**config.mk**
```make
export PLATFORM = sky130hd
export DESIGN_NAME = mul_final_add
export DESIGN_NICKNAME = d
export VERILOG_FILES = /design/src/rtl/mul_pkg.sv /design/src/rtl/mul_cpa64.sv /design/src/rtl/mul_final_add.sv
export SDC_FILE = /design/constraint.sdc
export NUM_CORES = 1
export LEC_CHECK = 0
export ABC_AREA = 1
export CORE_MARGIN = 2
export CORE_UTILIZATION = 55
export CTS_CLUSTER_DIAMETER = 50
export DETAILED_ROUTE_END_ITERATION = 7
export PLACE_DENSITY_LB_ADDON = 0.25
export SYNTH_ARGS = -nofsm -noshare
export SYNTH_HDL_FRONTEND = slang
export SYNTH_SLANG_ARGS = --single-unit
export TNS_END_PERCENT = 30
```
**constraint.sdc**
```tcl
create_clock -name clock -period 6.5 [get_ports clock]
set_input_delay 1.3 -clock clock [delete_from_list [all_inputs] [get_ports clock]]
set_output_delay 1.3 -clock clock [all_outputs]
set_load 0.03 [all_outputs]
```
**src/rtl/mul_pkg.sv**
```systemverilog
// Shared multiplier definitions: operand/product widths and the result-select bundle
// used by the Booth encoder, EXU issue and the final-add back end.
package mul_pkg;

  localparam int unsigned XLEN   = 64;
  localparam int unsigned PROD_W = 2 * XLEN;

  typedef struct packed {
    logic high;  // take product[PROD_W-1:XLEN]
    logic word;  // take sext(product[31:0]); overrides high
  } mul_sel_t;

  function automatic logic [XLEN-1:0] sext_word(input logic [XLEN-1:0] v);
    return {{(XLEN - 32){v[31]}}, v[31:0]};
  endfunction

endpackage

```
**src/rtl/mul_cpa64.sv**
```systemverilog
// Carry-propagate adder slice: sum_o = a_i + b_i + cin_i with carry out.
module mul_cpa64 #(
  parameter int unsigned W = 64
) (
  input  logic [W-1:0] a_i,
  input  logic [W-1:0] b_i,
  input  logic         cin_i,
  output logic [W-1:0] sum_o,
  output logic         cout_o
);

  assign {cout_o, sum_o} = {1'b0, a_i} + {1'b0, b_i} + {{W{1'b0}}, cin_i};

endmodule

```
**src/rtl/mul_final_add.sv**
```systemverilog
// Multiplier back end: resolves the Wallace sum/carry pair with a two-stage CPA
// (low half, then high half) and delivers the selected result over valid/ready.
module mul_final_add
  import mul_pkg::*;
#(
  parameter int unsigned TAG_W = 5
) (
  input  logic                clock,
  input  logic                reset,
  input  logic                flush,
  input  logic                in_valid,
  output logic                in_ready,
  input  logic [PROD_W-1:0]   in_sum,
  input  logic [PROD_W-1:0]   in_carry,
  input  logic                in_high,
  input  logic                in_word,
  input  logic [TAG_W-1:0]    in_tag,
  output logic                out_valid,
  input  logic                out_ready,
  output logic [XLEN-1:0]     out_result,
  output logic [TAG_W-1:0]    out_tag
);

  logic             s1_valid_q, s1_valid_d;
  logic [XLEN-1:0]  s1_lo_q;
  logic             s1_c64_q;
  logic [XLEN-1:0]  s1_sum_hi_q;
  logic [XLEN-1:0]  s1_carry_hi_q;
  mul_sel_t         s1_sel_q;
  logic [TAG_W-1:0] s1_tag_q;

  logic             out_valid_q, out_valid_d;
  logic [XLEN-1:0]  out_result_q, out_result_d;
  logic [TAG_W-1:0] out_tag_q;

  logic             out_adv, s1_adv, accept;
  logic [XLEN-1:0]  lo_sum, hi_sum;
  logic             lo_cout, hi_cout;

  // in_ready depends on out_ready only, never on in_valid.
  assign out_adv  = !out_valid_q || out_ready;
  assign s1_adv   = s1_valid_q && out_adv;
  assign in_ready = !s1_valid_q || s1_adv;
  assign accept   = in_valid && in_ready && !flush;

  mul_cpa64 #(
    .W (XLEN)
  ) u_cpa_lo (
    .a_i    (in_sum[XLEN-1:0]),
    .b_i    (in_carry[XLEN-1:0]),
    .cin_i  (1'b0),
    .sum_o  (lo_sum),
    .cout_o (lo_cout)
  );

  // Carry out of bit 127 is dropped: the product is taken mod 2^128.
  mul_cpa64 #(
    .W (XLEN)
  ) u_cpa_hi (
    .a_i    (s1_sum_hi_q),
    .b_i    (s1_carry_hi_q),
    .cin_i  (s1_c64_q),
    .sum_o  (hi_sum),
    .cout_o (hi_cout)
  );

  logic unused_hi_cout;
  assign unused_hi_cout = hi_cout;

  always_comb begin
    s1_valid_d = s1_valid_q;
    if (flush) begin
      s1_valid_d = 1'b0;
    end else if (accept) begin
      s1_valid_d = 1'b1;
    end else if (s1_adv) begin
      s1_valid_d = 1'b0;
    end

    out_valid_d = out_valid_q;
    if (flush) begin
      out_valid_d = 1'b0;
    end else if (out_adv) begin
      out_valid_d = s1_valid_q;
    end

    if (s1_sel_q.word) begin
      out_result_d = sext_word(s1_lo_q);
    end else if (s1_sel_q.high) begin
      out_result_d = hi_sum;
    end else begin
      out_result_d = s1_lo_q;
    end
  end

  always_ff @(posedge clock) begin
    if (reset) begin
      s1_valid_q    <= 1'b0;
      s1_lo_q       <= '0;
      s1_c64_q      <= 1'b0;
      s1_sum_hi_q   <= '0;
      s1_carry_hi_q <= '0;
      s1_sel_q      <= '0;
      s1_tag_q      <= '0;
      out_valid_q   <= 1'b0;
      out_result_q  <= '0;
      out_tag_q     <= '0;
    end else begin
      s1_valid_q  <= s1_valid_d;
      out_valid_q <= out_valid_d;
      if (accept) begin
        s1_lo_q       <= lo_sum;
        s1_c64_q      <= lo_cout;
        s1_sum_hi_q   <= in_sum[PROD_W-1:XLEN];
        s1_carry_hi_q <= in_carry[PROD_W-1:XLEN];
        s1_sel_q      <= '{high: in_high, word: in_word};
        s1_tag_q      <= in_tag;
      end
      if (s1_adv) begin
        out_result_q <= out_result_d;
        out_tag_q    <= s1_tag_q;
      end
    end
  end

  assign out_valid  = out_valid_q;
  assign out_result = out_result_q;
  assign out_tag    = out_tag_q;

endmodule

```
==> run summary <==
Run status: finished, final reports clean
Pre-antenna DRT Iters: 5
Synth Cell Area: 0.0209 sq mm
Placer congestion estimate: 0.993
Starting DRT DRC Count: 1674
Vias in the first global route: 21100
Crit-path max FO: 3
Fin nets: 4277
Max_cap viols: 0
Num rows: 71
Worst hold path class: flop to flop
Critical path class: input port to output pin
Count of different cell masters after synthesis: 39
Port Buffers: 338
Final period util: 60.6%
Post-CTS Repair Setup Buffers: 0
Antenna cell count: 0
H-tree depth: 1
CP Launch Type: input port
Register area share after synthesis: 25.9%
CORE AREA: 0.0376 sq mm
Clock Path Buffers: 3
Pins Over Slew Limit: 0
Post-Syn Nets: 4001
Data required, critical path: 5200 ps
Proportion of layout cells with a drive suffix above 1: 5.00%
Async SR Flop Fraction: 0%
Setup_tns: 0 ps
Worst slew pin tran: 1130 ps
Die area: 0.0397 sq mm
Via density: 5.22
Fin crit period: 3940 ps
Post-Route WL: 69300 microns
Final cell count without fillers: 4412
Initial Util: 55.7%
EDFF count, synth: 0
Die height: 199 microns
Via count: 23000
FILL cells: 3547
CTS tree: done
Unrepaired setup endpoints after global routing: no
Overflow left after global routing: 0
CTS Buf Count: 30
Mapped Cells: 3604
DP Wirelength: 55200 microns
Post-route cell area: 0.0257 sq mm
Layout area overhead: 22.5%
Placed Area: 0.0247 sq mm
Die width: 199 microns
Most common flop cell mapped by yosys: dfxtp_1
CTS Sinks: 271
FMAX: 254 MHz
Clk slew on worst S/H paths: 60 ps
Power Dens Cells: 192 mW/mm^2
#FFs+latches synth: 271
Hold Violations, Final: 0
Reg2reg start: s1_sel_q[1]
Hold EP: out_result[9]
FF-to-FF setup slack: 3590 ps
# setup viols final: 0
Synth Warn #: 0
Clk Tree Root Cell: clkbuf_16
Leak: 12.7 nW
Slew HR: 25.0%
Reg2Reg Depth: 8
Global-route wire length before repair: 107000 microns
Peak VDD IR: 0.165 mV
Pin count of the biggest net entering global routing: 131
Crit end category: output pin
WL/cell: 15.7 microns
Post-CTS Hold Buffers: 0
Worst R2R End: out_result[11]
Worst Setup SP: out_ready
Clk_lat worst skew: 590 ps
Syn avg cell area: 5.81 sq um
ANT nets after route: 0
Min-Delay Path Depth: 2
Initial antenna violation count: 0
Critical path arrival: 2640 ps
# DRC: 0
GRT Util Overall: 34.2%
IO Pins: 339
Placed cells: 4359
Skew final: 29.7 ps
Gates resized, CTS repair: 0
Hold path startpoint: out_result[9]
-- logic make-up (layout without fill, tap and decap cells) --
logic type,Yosys count,count (layout),share of synthesized area [%]
flip-flops,271,271,25.9
adder cells (fa/ha/maj),129,129,7.81
XOR/XNOR,58,58,2.43
buffers and inverters,736,1033,13.3
AND/OR/NAND/NOR,1759,1759,34.7
AO/OA/AOI/OAI,651,651,15.8
-- worst max-delay path, stage by stage --
cell and delay (ps):
clkdlybuf4s50_1 450, inv_1 50, nand3_1 140, clkdlybuf4s50_1 700
-- state kept, by name (all words and copies together) (netlist names), 2 cells and up --
signal,cells
s1_sum_hi_q,64
s1_lo_q,64
out_tag,5
s1_sel_q,2
out_result,64
s1_carry_hi_q,64
s1_tag_q,5
-- cell usage in the layout (no fill, tap or decap), types with 25 or more instances in the layout --
master | netlist | layout
inv_2 | 25 | 25
ha_1 | 126 | 126
nor2_1 | 515 | 515
clkdlybuf4s50_1 | 0 | 337
clkbuf_16 | 0 | 30
inv_1 | 603 | 601
o21ai_0 | 298 | 298
nand2_1 | 953 | 951
xor2_1 | 52 | 52
a21oi_1 | 317 | 316
nor2_2 | 32 | 32
nand3_1 | 150 | 150
nand2_2 | 40 | 41
dfxtp_1 | 271 | 271
-- area by class of cell --
type / instances / area (sq um) / share of cell area, %
Clock inverter: 11 / 185 / 0.722
Timing Repair Buffer: 349 / 3470 / 13.5
Sequential cell: 271 / 5430 / 21.1
Tap cell: 511 / 639 / 2.49
Inverter: 631 / 2370 / 9.25
Multi-Input combinational cell: 2597 / 12700 / 49.6
Clock buffer: 42 / 826 / 3.22
-- cell usage after synthesis, types with 2 or more instances --
library cell,number,share of area (%)
a21boi_0,3,0.11
a21o_1,3,0.11
a21oi_1,317,7.6
a21oi_2,4,0.17
buf_1,5,0.090
buf_2,21,0.50
clkbuf_1,79,1.4
clkinv_1,3,0.054
dfxtp_1,271,26
fa_1,3,0.29
ha_1,126,7.5
inv_1,603,11
inv_2,25,0.45
nand2_1,953,17
nand2_2,40,1.2
nand2_4,2,0.11
nand3_1,150,3.6
nand3_2,9,0.43
nand4_1,15,0.45
nor2_1,515,9.2
nor2_2,32,0.96
nor2_4,4,0.22
nor3_1,15,0.36
nor3_2,11,0.53
nor4_1,3,0.090
nor4_2,4,0.24
o21ai_0,298,7.1
o21ai_1,14,0.33
o21bai_1,9,0.32
or2_2,2,0.060
xnor2_1,6,0.25
xor2_1,52,2.2
-- routing by layer --
layer / GRT usage [%] / part of all wire [%] / vias up
li1: - / - / 11800
met1: 45.1 / 44 / 10300
met2: 57.4 / 45 / 786
met3: 3.56 / 6.8 / 133
met4: 13.2 / 3.9 / 0
met5: 0 / 0 / -
-- power by group --
group          leakage, nW  switching [mW]  internal, mW
registers             2.23          0.0586          1.77
clock network        0.490           0.710          1.05
logic                 10.0           0.832         0.511
total                 12.7            1.60          3.33
-- worst max path at each step --
| stage | end | cells after the start |
|---|---|---|
| finish | in_ready | 4 |
| global route | in_ready | 4 |
| CTS | in_ready | 4 |
| detailed placement | in_ready | 4 |
| global placement | in_ready | 4 |
| floorplan | s1_lo_q[58] | 16 |
-- metrics by stage --
step / worst slack (ps) / hold WS [ps] / total power, mW / utilization, %
after global placement: 2560 / 452 / 3.16 / 65.6
after CTS: 2560 / 464 / 4.91 / 68.3
after detailed placement: 2560 / 454 / 3.17 / 65.6
after floorplan: 3530 / 450 / 2.67 / -
final: 2560 / 463 / 4.93 / 68.3
after global routing: 2520 / 482 / 5.14 / 68.3
No activity file was read; power rests on OpenSTA's default activity.
